$ cat src/rtl/counter_updown_param_if.sv
// Control and status bundle for counter_updown_param; the master drives controls, the slave is the counter.
// Purely structural: no latency, no backpressure.
interface counter_updown_param_if #(
    parameter int P_WIDTH = 8
) ();
    logic               clear;
    logic               load;
    logic [P_WIDTH-1:0] load_data;
    logic               enable;
    logic               up_down;
    logic [1:0]         mode;
    logic [P_WIDTH-1:0] count;
    logic               counter_is_max;
    logic               counter_is_min;
    logic               tc_pulse;
    logic               done;

    modport master (
        output clear, load, load_data, enable, up_down, mode,
        input  count, counter_is_max, counter_is_min, tc_pulse, done
    );

    modport slave (
        input  clear, load, load_data, enable, up_down, mode,
        output count, counter_is_max, counter_is_min, tc_pulse, done
    );
endinterface

$ cat src/rtl/counter_updown_param.sv
// Windowed up/down counter with prescaler, wrap/saturate/one-shot modes; count/tc_pulse/done update one edge after the input.
// No backpressure: controls are honoured every cycle with priority clear > load > step.
module counter_updown_param #(
    parameter int P_WIDTH     = 8,
    parameter int P_COUNT_MIN = 0,
    parameter int P_COUNT_MAX = 200,
    parameter int P_PRESCALE  = 1
) (
    input  logic                   clk,
    input  logic                   rst,
    counter_updown_param_if.slave  bus
);
    localparam int PS_W = (P_PRESCALE > 1) ? $clog2(P_PRESCALE) : 1;
    localparam logic [P_WIDTH-1:0] CNT_MIN = P_WIDTH'(P_COUNT_MIN);
    localparam logic [P_WIDTH-1:0] CNT_MAX = P_WIDTH'(P_COUNT_MAX);
    localparam logic [PS_W-1:0]    PS_LAST = PS_W'(P_PRESCALE - 1);

    if (P_WIDTH < 2 || P_WIDTH > 16) begin : g_bad_width
        $error("counter_updown_param: P_WIDTH must be 2..16");
    end
    if (P_COUNT_MIN < 0 || P_COUNT_MIN >= P_COUNT_MAX) begin : g_bad_window
        $error("counter_updown_param: need 0 <= P_COUNT_MIN < P_COUNT_MAX");
    end
    if (P_COUNT_MAX > (1 << P_WIDTH) - 1) begin : g_bad_max
        $error("counter_updown_param: P_COUNT_MAX exceeds counter width");
    end
    if (P_PRESCALE < 1 || P_PRESCALE > 256) begin : g_bad_prescale
        $error("counter_updown_param: P_PRESCALE must be 1..256");
    end

    typedef enum logic {ST_RUN, ST_DONE} state_t;

    state_t             state_q, state_d;
    logic [P_WIDTH-1:0] count_q, count_d;
    logic [PS_W-1:0]    ps_q, ps_d;
    logic               tc_q, tc_d;
    logic               step_evt;
    logic               at_bound;
    logic               above_max, below_min;

    // Clamp compares are dropped when the window edge coincides with the range edge (they would be constant).
    if (P_COUNT_MAX == (1 << P_WIDTH) - 1) begin : g_no_hi_clamp
        assign above_max = 1'b0;
    end else begin : g_hi_clamp
        assign above_max = bus.load_data > CNT_MAX;
    end
    if (P_COUNT_MIN == 0) begin : g_no_lo_clamp
        assign below_min = 1'b0;
    end else begin : g_lo_clamp
        assign below_min = bus.load_data < CNT_MIN;
    end

    always_comb begin
        count_d  = count_q;
        ps_d     = ps_q;
        tc_d     = 1'b0;
        state_d  = state_q;
        step_evt = 1'b0;
        at_bound = bus.up_down ? (count_q == CNT_MAX) : (count_q == CNT_MIN);

        if (bus.clear) begin
            count_d = CNT_MIN;
            ps_d    = '0;
            state_d = ST_RUN;
        end else if (bus.load) begin
            count_d = above_max ? CNT_MAX : (below_min ? CNT_MIN : bus.load_data);
            ps_d    = '0;
            state_d = ST_RUN;
        end else if (state_q == ST_RUN && bus.enable) begin
            if (ps_q == PS_LAST) begin
                ps_d     = '0;
                step_evt = 1'b1;
            end else begin
                ps_d = ps_q + PS_W'(1);
            end
        end

        if (step_evt) begin
            if (!at_bound) begin
                count_d = bus.up_down ? count_q + 1'b1 : count_q - 1'b1;
            end else begin
                tc_d = 1'b1;
                case (bus.mode)
                    2'b01: begin
                        count_d = count_q;
                    end
                    2'b10: begin
                        state_d = ST_DONE;
                    end
                    default: begin
                        count_d = bus.up_down ? CNT_MIN : CNT_MAX;
                    end
                endcase
            end
        end
    end

    always_ff @(posedge clk or posedge rst) begin
        if (rst) begin
            count_q <= CNT_MIN;
            ps_q    <= '0;
            tc_q    <= 1'b0;
            state_q <= ST_RUN;
        end else begin
            count_q <= count_d;
            ps_q    <= ps_d;
            tc_q    <= tc_d;
            state_q <= state_d;
        end
    end

    assign bus.count          = count_q;
    assign bus.counter_is_max = (count_q == CNT_MAX);
    assign bus.counter_is_min = (count_q == CNT_MIN);
    assign bus.tc_pulse       = tc_q;
    assign bus.done           = (state_q == ST_DONE);
endmodule

$ cat src/flat_wrapper.sv
// flat-port wrapper written by rule: the top's interface ports become plain ports
module counter_updown_param_flat 
#(
    parameter int P_WIDTH     = 8,
    parameter int P_COUNT_MIN = 0,
    parameter int P_COUNT_MAX = 200,
    parameter int P_PRESCALE  = 1
)
  (clk, rst, bus_clear, bus_load, bus_load_data, bus_enable, bus_up_down, bus_mode, bus_count, bus_counter_is_max, bus_counter_is_min, bus_tc_pulse, bus_done);
  counter_updown_param_if #(.P_WIDTH(P_WIDTH)) bus_i ();
  input  logic clk;
  input  logic rst;
  input wire logic [$bits(bus_i.clear)-1:0] bus_clear;
  input wire logic [$bits(bus_i.load)-1:0] bus_load;
  input wire logic [$bits(bus_i.load_data)-1:0] bus_load_data;
  input wire logic [$bits(bus_i.enable)-1:0] bus_enable;
  input wire logic [$bits(bus_i.up_down)-1:0] bus_up_down;
  input wire logic [$bits(bus_i.mode)-1:0] bus_mode;
  output wire logic [$bits(bus_i.count)-1:0] bus_count;
  output wire logic [$bits(bus_i.counter_is_max)-1:0] bus_counter_is_max;
  output wire logic [$bits(bus_i.counter_is_min)-1:0] bus_counter_is_min;
  output wire logic [$bits(bus_i.tc_pulse)-1:0] bus_tc_pulse;
  output wire logic [$bits(bus_i.done)-1:0] bus_done;
  assign bus_i.clear = bus_clear;
  assign bus_i.load = bus_load;
  assign bus_i.load_data = bus_load_data;
  assign bus_i.enable = bus_enable;
  assign bus_i.up_down = bus_up_down;
  assign bus_i.mode = bus_mode;
  assign bus_count = bus_i.count;
  assign bus_counter_is_max = bus_i.counter_is_max;
  assign bus_counter_is_min = bus_i.counter_is_min;
  assign bus_tc_pulse = bus_i.tc_pulse;
  assign bus_done = bus_i.done;
  counter_updown_param #(.P_WIDTH(P_WIDTH), .P_COUNT_MIN(P_COUNT_MIN), .P_COUNT_MAX(P_COUNT_MAX), .P_PRESCALE(P_PRESCALE)) u_core (.clk(clk), .rst(rst), .bus(bus_i));
endmodule
$ cat config.mk
export PLATFORM = sky130hd
export DESIGN_NAME = counter_updown_param_flat
export DESIGN_NICKNAME = d
export VERILOG_FILES = /design/src/rtl/counter_updown_param_if.sv /design/src/rtl/counter_updown_param.sv /design/src/flat_wrapper.sv
export SDC_FILE = /design/constraint.sdc
export NUM_CORES = 1
export LEC_CHECK = 0
export CAP_MARGIN = 10
export CORE_MARGIN = 2
export CORE_UTILIZATION = 42
export CTS_CLUSTER_SIZE = 24
export DETAILED_ROUTE_END_ITERATION = 8
export HOLD_SLACK_MARGIN = 0.15
export PLACE_DENSITY = 0.75
export SYNTH_ARGS = -nofsm -noshare
export SYNTH_HDL_FRONTEND = slang
export SYNTH_SLANG_ARGS = --single-unit
export TNS_END_PERCENT = 100
$ cat constraint.sdc
create_clock -name clk -period 2.1 [get_ports clk]
set_input_delay 0.21 -clock clk [delete_from_list [all_inputs] [get_ports clk]]
set_output_delay 0.21 -clock clk [all_outputs]
set_load 0.005 [all_outputs]
==> results of run 1 <==
## sequential cells by signal, indices dropped and copies added, names as in the netlist
name,count
u_core.bus.done,1
u_core.bus.count,8
u_core.bus.tc_pulse,1
## metal layers
metal  global-route usage  vias to the layer above
li1                     -                      557
met1                0.312                      573
met2                0.435                       62
met3               0.0429                       14
met4                0.175                        0
met5                    0                        -
## path summary, 6_finish.rpt
kind                                startpoint                  end
setup / recovery           u_core.bus.count[1]  u_core.bus.count[7]
hold / removal                             rst  u_core.bus.tc_pulse
setup reg to reg           u_core.bus.count[1]  u_core.bus.count[7]
hold reg to reg                u_core.bus.done      u_core.bus.done
max in group asynchronous                  rst  u_core.bus.count[3]
min in group clk               u_core.bus.done      u_core.bus.done
## logic make-up (layout without fill, tap and decap cells)
| logic type | after synthesis | after routing | synth area share |
|---|---|---|---|
| and+or+nand+nor | 46 | 46 | 0.252 |
| AOI/OAI and AO/OA | 35 | 35 | 0.278 |
| DFF | 10 | 10 | 0.253 |
| adders and majority gates | 7 | 7 | 0.0963 |
| buffers and inverters | 7 | 68 | 0.0355 |
| xor gates and xnor gates | 5 | 5 | 0.0444 |
| muxes | 4 | 4 | 0.0406 |
## worst max-delay path, cell delays in order (launching register included)
cell and delay [ns]:
dfrtp_1 0.39, buf_6 0.13, ha_4 0.22, a21o_1 0.18
a221oi_2 0.27, buf_4 0.16, mux2i_1 0.22, a211oi_1 0.07
o311a_1 0.35
## report_power, final
part / leakage [nW] / total [mW] / internal (mW) / switching [mW]
clock network: 0.0210 / 0.184 / 0.105 / 0.0781
registers: 0.132 / 0.230 / 0.210 / 0.0206
logic: 0.579 / 0.487 / 0.265 / 0.222
## layout make-up
type | instances | area, sq um
Fill cell | 162 | 571
Tap cell | 28 | 35.0
Clock buffer | 4 | 36.3
Inverter | 3 | 13.8
Sequential cell | 10 | 250
Timing Repair Buffer | 61 | 529
Multi-Input combinational cell | 97 | 777
## per-stage QoR
| stage | power, mW | cells | area, sq um | setup WS [ns] | hold WS (ns) |
|---|---|---|---|---|---|
| floorplan | 0.447 | 114 | 987 | 0.0281 | 0.0502 |
| global placement | 0.637 | 196 | 1500 | -0.316 | 0.515 |
| detailed placement | 0.655 | 196 | 1500 | -0.471 | 0.512 |
| CTS | 0.859 | 201 | 1580 | 0.0000655 | 0.215 |
| global route | 0.953 | 203 | 1640 | -0.0888 | 0.230 |
| finish | 0.901 | 203 | 1640 | -0.0185 | 0.203 |
## layout by cell type (no fill, tap or decap), drive strengths merged, types with 4 or more instances in the layout
master	synthesis	layout
a21oi	4	4
a22oi	4	4
buf	2	35
clkbuf	2	4
clkdlybuf4s50	0	24
dfrtp	10	10
ha	6	6
mux2i	4	4
nor2	17	17
nor2b	7	7
o21ai	4	4
## repair_timing
action                                  CTS  global route
endpoints found under the setup margin    3             3
pin swaps                                 3             6
buffers inserted                          1             2
hold buffers                              0             0
gates resized for setup                  10             9
==> impl_metrics.json, run 1 <==
{
  "grtUsageTotal": 0.264,
  "ys_types": 45,
  "io_buffers": 27,
  "fmax_ghz": 0.472,
  "clock_skew_ns": 0.00559,
  "tns_ns": -0.0185,
  "worst_slack_ns": -0.0185,
  "dr.pass1.iters": 4,
  "yosys_warnings": 0,
  "status": "finished with violations",
  "highest_layer": "met4",
  "ys_seq_area_frac": 0.253,
  "tightest_slew_ns": 0.471,
  "synth-edff-count": 0,
  "cap_violations": 0,
  "grt_max_degree": 11,
  "numCtsBuffers": 3,
  "wl_met1_um": 1440,
  "wl_met3_um": 188,
  "reg2reg_depth": 8,
  "avgSynthCellArea_sq_um": 8.66,
  "slew_headroom": 0.686,
  "p_leak_nw": 0.732,
  "n_antenna_cell": 0,
  "num_rows": 17,
  "period_share": 1.01,
  "place_congestion": 0.824,
  "wl_met2_um": 1760,
  "wl_um": 3510,
  "drt_iter0_markers": 50,
  "drv_slew": 0,
  "yosysMostFrequentCell": "nor2_1",
  "arrival_ns": 2.28,
  "cp.required_ns": 2.26,
  "synthTopCellsByArea": "dfrtp_1 25%, ha_1 7.6%, nor2_1 6.5%",
  "ctsRootBufferMaster": "clkbuf_4",
  "rrSetupSlack_ns": -0.02,
  "violations": "negative setup slack",
  "core_area_sq_um": 2210,
  "cts_tree": "yes",
  "layout-drive-gt1-share": 0.303,
  "vias_per_cell": 5.94,
  "start_kind": "flip-flop",
  "ys.flop_type": "dfrtp_1",
  "worstSetupPathType": "reg -> reg",
  "async_flop_share": 1.00,
  "ir_drop_mv": 0.407,
  "antenna_found_initial": 0,
  "synthCells": 114,
  "wl_per_cell_um": 17.3,
  "drt_drc_violations_left": 0,
  "area_growth_pct": 66.3,
  "yosys.area.top_type_share": 0.253,
  "clk_latency_ns": 0.28,
  "clkTransAtPathRegs_ns": 0.08,
  "rsz0062_at_grt": "true",
  "grt_pass1_vias": 1219,
  "hold_viol_final": 0,
  "crit_fanout": 3,
  "finalNetCount": 199,
  "io_pins": 28,
  "syn-cell-area_sq_um": 987,
  "setup_violations": 1,
  "htreeDepth": 1,
  "cts_sinks": 10,
  "die_area_sq_um": 2750,
  "syn-num-nets": 137,
  "vias": 1206,
  "clockBufferDepth": 2,
  "fin_util": 0.742,
  "period_needed_ns": 2.12,
  "start_util": 0.446,
  "ys_ff_latch": 10,
  "yosysTopAreaCell": "dfrtp_1",
  "power_density_nw_per_um2": 549,
  "hold_class": "in -> async",
  "die_x_um": 52.5,
  "critPathCaptureType": "flip-flop",
  "dp_hpwl_um": 2490,
  "dieHeight_um": 52.5,
  "grt_overflow": 0,
  "antenna_left": 0,
  "grt_pass1_wl_um": 5300,
  "yosys-top-cells-count": "17 x nor2_1, 10 x dfrtp_1, 7 x nor2b_1, 6 x ha_1"
}
No activity file was read; power rests on OpenSTA's default activity.
==> inputs of run 2 (changes only) <==
Settings changed: PLACE_DENSITY 0.75 to 0.83.
==> impl_metrics.json, run 2 (same netlist as run 1, synthesis figures left out) <==
{
  "drt_iter0_markers": 43,
  "period_needed_ns": 2.10,
  "wl_met1_um": 1460,
  "critPathCaptureType": "flip-flop",
  "htreeDepth": 1,
  "rrSetupSlack_ns": 0.002,
  "largest_reg_flops": 8,
  "io_pins": 28,
  "status": "finished, final reports clean",
  "tightest_slew_ns": 0.423,
  "hold_buffers": 0,
  "placed_cells": 195,
  "area_growth_pct": 66.2,
  "place_congestion": 0.920,
  "crit_fanout": 2,
  "wl_um": 3630,
  "start_util": 0.446,
  "period_share": 0.999,
  "grtUsageTotal": 0.254,
  "num_rows": 17,
  "antenna_left": 0,
  "crit_chain": "buf_6, ha_4, a21o_1, a221oi_2, buf_4, mux2i_1, a211oi_2, o311a_1",
  "final_cells": 202,
  "core_area_sq_um": 2210,
  "cp.required_ns": 2.28,
  "hold_class": "in -> async",
  "layout_common_cells": "31 x buf_4, 24 x clkdlybuf4s50_1, 17 x nor2_1",
  "antenna_found_initial": 0,
  "pre_cts_ws_ns": -0.416,
  "worst_slack_ns": 0.00154,
  "vias_per_cell": 5.95,
  "start_kind": "flip-flop",
  "cpPeakStageDelay_ns": 0.40,
  "dieHeight_um": 52.5,
  "n_antenna_cell": 0,
  "clockBufferDepth": 2,
  "cap_violations": 0,
  "vias": 1202,
  "highest_layer": "met4",
  "wl_met2_um": 1800,
  "grt_pass1_wl_um": 5130,
  "hold_viol_final": 0,
  "reg2reg_depth": 8,
  "dr.pass1.iters": 4,
  "arrival_ns": 2.28,
  "die_x_um": 52.5,
  "worstSetupPathType": "reg -> reg",
  "grt_overflow": 0,
  "clkTransAtPathRegs_ns": 0.08,
  "power_density_nw_per_um2": 558,
  "cts_sinks": 10,
  "cp_num_buf_inv": 2,
  "wl_per_cell_um": 18.0,
  "drt_drc_violations_left": 0,
  "fmax_ghz": 0.477,
  "clock_skew_ns": 0.000954,
  "grt_max_degree": 11,
  "cp-startpoint": "u_core.bus.count[1]",
  "layout-drive-gt1-share": 0.310,
  "grt_pass1_vias": 1112,
  "final_common_cell": "buf_4",
  "p_leak_nw": 0.729,
  "ctsRootBufferMaster": "clkbuf_4",
  "clk_latency_ns": 0.29,
  "numCtsBuffers": 3,
  "drv_slew": 0,
  "reg2reg_to": "u_core.bus.count[7]",
  "ir_drop_mv": 0.333,
  "crit_family": "compound AO/OA/AOI/OAI gates",
  "die_area_sq_um": 2750,
  "setup_violations": 0,
  "cts_tree": "yes",
  "r2r-start": "u_core.bus.count[1]",
  "io_buffers": 27,
  "slew_headroom": 0.718,
  "finalNetCount": 198,
  "wl_met3_um": 190,
  "cp_slowest_cell": "dfrtp_1",
  "dp_hpwl_um": 2460
}
run 2: cell count changes in the layout (fill, tap and decap cells not counted):
cell / before / now
a211oi_1: 1 / 0
a211oi_2: 1 / 2
buf_4: 32 / 31
inv_2: 0 / 1
inv_4: 1 / 0
or4_1: 1 / 0
or4_4: 1 / 2
run 2: layer usage:
layer / track usage / vias up
li1: - / 557
met1: 0.319 / 573
met2: 0.446 / 52
met3: 0.0200 / 20
met4: 0.0983 / 0
met5: 0 / -
run 2: timing repair:
action	4_1_cts	5_1_grt
gates resized for setup	8	12
setup buffers	0	3
endpoints found under the setup margin	3	4
pin swaps	3	5
run 2: worst reg2reg max path: stages, from the launching register on:
cell	delay, ns
dfrtp_1	0.40
buf_6	0.13
ha_4	0.22
a21o_1	0.17
a221oi_2	0.26
buf_4	0.16
mux2i_1	0.22
a211oi_2	0.07
o311a_1	0.34
run 2: how the worst max path moves through the flow:
stage	cells past startpoint	to	slack (ns)
final	8	u_core.bus.count[7]	0.002
after global placement	9	u_core.bus.count[7]	-0.30
after detailed placement	9	u_core.bus.count[7]	-0.42
after CTS	4	bus_counter_is_min	-0.05
after floorplan	6	u_core.bus.count[7]	0.03
after global routing	8	u_core.bus.count[7]	-0.04
run 2: area by class of cell:
class	count	area [sq um]
clock buffer	4	36.3
fill	161	572
inverter	3	11.3
multi-input combinational	97	786
sequential	10	250
tap	28	35.0
timing repair buffer	60	522
run 2: report_power, final:
part / switching (mW) / internal [mW] / leakage [nW]
logic: 0.223 / 0.268 / 0.576
clock network: 0.0877 / 0.106 / 0.0210
registers: 0.0214 / 0.210 / 0.132
total: 0.332 / 0.583 / 0.729
run 2: stage by stage:
step | hold WS (ns) | power, mW | setup TNS (ns) | util | cell area [sq um]
floorplan | 0.0502 | 0.447 | 0 | - | 987
global placement | 0.516 | 0.634 | -0.946 | 0.675 | 1490
detailed placement | 0.533 | 0.652 | -1.50 | 0.675 | 1490
CTS | 0.221 | 0.856 | -0.0459 | 0.702 | 1550
global route | 0.258 | 0.965 | -0.0748 | 0.742 | 1640
finish | 0.213 | 0.915 | 0 | 0.742 | 1640
==> inputs of run 3 (changes only) <==
Settings changed: CORE_MARGIN 2 to 5, CORE_UTILIZATION 42 to 45, GPL_TIMING_DRIVEN from default to 0, PLACE_DENSITY 0.83 to 0.84.
Clock period 2.1 ns to 2.7 ns, I/O delays scaled along.
==> impl_metrics.json, run 3 (same netlist as run 1, synthesis figures left out) <==
{
  "clk_latency_ns": 0.27,
  "cp_num_buf_inv": 1,
  "finish.instance_area_sq_um": 1340,
  "tightest_slew_ns": 0.578,
  "antenna_left": 0,
  "crit_chain": "or4_4, or2_2, nor4_2, clkdlybuf4s50_1",
  "crit_family": "simple AND/OR/NAND/NOR gates",
  "pre_cts_ws_ns": -0.152,
  "path_depth": 4,
  "final_cells": 172,
  "start_kind": "flip-flop",
  "drt_drc_violations_left": 0,
  "power_density_nw_per_um2": 442,
  "io_pins": 28,
  "numCtsBuffers": 3,
  "die_x_um": 56.8,
  "final_common_cell": "clkdlybuf4s50_1",
  "placed_area_sq_um": 1280,
  "dieHeight_um": 56.8,
  "reg2reg_depth": 5,
  "ir_drop_mv": 0.264,
  "antenna_found_initial": 0,
  "vias": 1004,
  "cts_sinks": 10,
  "wl_um": 2650,
  "fmax_ghz": 0.381,
  "clock_skew_ns": 0.000814,
  "regArea_sq_um": 250,
  "worst_slack_ns": 0.0737,
  "grt_pass1_wl_um": 4340,
  "n_antenna_cell": 0,
  "critPathCaptureType": "output port",
  "drv_slew": 0,
  "clockBufferDepth": 2,
  "finalHoldWorstSlack_ns": 0.275,
  "die_area_sq_um": 3230,
  "multi_input_area_sq_um": 718,
  "grtUsageTotal": 0.173,
  "status": "finished, final reports clean",
  "grt_overflow": 0,
  "ctsRootBufferMaster": "clkbuf_4",
  "setup_violations": 0,
  "area_growth_pct": 35.2,
  "cp_slowest_cell": "or4_4",
  "dr.pass1.iters": 4,
  "period_needed_ns": 2.63,
  "clkTransAtPathRegs_ns": 0.07,
  "hold_viol_final": 0,
  "cap_violations": 0,
  "start_util": 0.460,
  "place_congestion": 0.904,
  "drt_iter0_markers": 27,
  "wl_per_cell_um": 15.4,
  "layout-drive-gt1-share": 0.0972,
  "hold_class": "in -> async",
  "rsz0062_at_grt": "false",
  "dp_hpwl_um": 2090,
  "grt_pass1_vias": 966,
  "period_share": 0.973,
  "largest_reg_flops": 8,
  "placed_cells": 168,
  "cts_tree": "yes",
  "grt_max_degree": 11,
  "n_fill_cell": 180,
  "io_buffers": 26,
  "p_leak_nw": 0.558,
  "cpPeakStageDelay_ns": 0.58,
  "num_rows": 17,
  "htreeDepth": 1,
  "tns_ns": 0,
  "vias_per_cell": 5.84,
  "finalNetCount": 168,
  "layout_common_cells": "26 x clkdlybuf4s50_1, 17 x nor2_1, 10 x dfrtp_1",
  "cp.required_ns": 2.43,
  "slew_headroom": 0.609,
  "arrival_ns": 2.36,
  "worstSetupPathType": "reg -> out",
  "core_area_sq_um": 2150,
  "crit_fanout": 5
}
-- run 3: cell type report --
cell class,instances,area share
timing repair buffer,26,0.195
multi-input combinational,97,0.538
clock buffer,4,0.0272
buffer,4,0.0178
inverter,3,0.00843
tap,28,0.0262
sequential,10,0.187
-- run 3: worst paths after layout --
kind,from,to,slack [ns]
setup / recovery,u_core.bus.count[1],bus_counter_is_min,0.07
min in group clk,bus_clear,u_core.bus.count[4],0.48
hold / removal,rst,u_core.bus.count[6],0.28
max in group asynchronous,rst,u_core.bus.tc_pulse,2.15
setup reg to reg,u_core.bus.count[6],u_core.bus.count[3],0.49
hold reg to reg,u_core.bus.done,u_core.bus.done,0.58
-- run 3: what timing repair did --
item,CTS,global route
endpoints found under the setup margin,1,2
hold buffers,0,0
buffers inserted,0,0
resized for setup,1,2
-- run 3: metrics by stage --
step | power (mW) | utilization
CTS | 0.585 | 0.616
global route | 0.627 | 0.621
global placement | 0.431 | 0.597
detailed placement | 0.443 | 0.597
finish | 0.590 | 0.621
floorplan | 0.348 | -
-- run 3: power by group --
part / total [mW] / switching, mW / internal [mW] / leakage (nW)
Sequential: 0.188 / 0.0251 / 0.163 / 0.132
Combinational: 0.263 / 0.125 / 0.138 / 0.404
Clock: 0.139 / 0.0566 / 0.0820 / 0.0210
Total: 0.590 / 0.207 / 0.383 / 0.558
-- run 3: per-layer routing --
metal,GRT usage,wire (um),vias up
li1,-,-,501
met1,0.193,1130,466
met2,0.300,1330,31
met3,0.0299,131,6
met4,0.106,62,0
met5,0,0,-
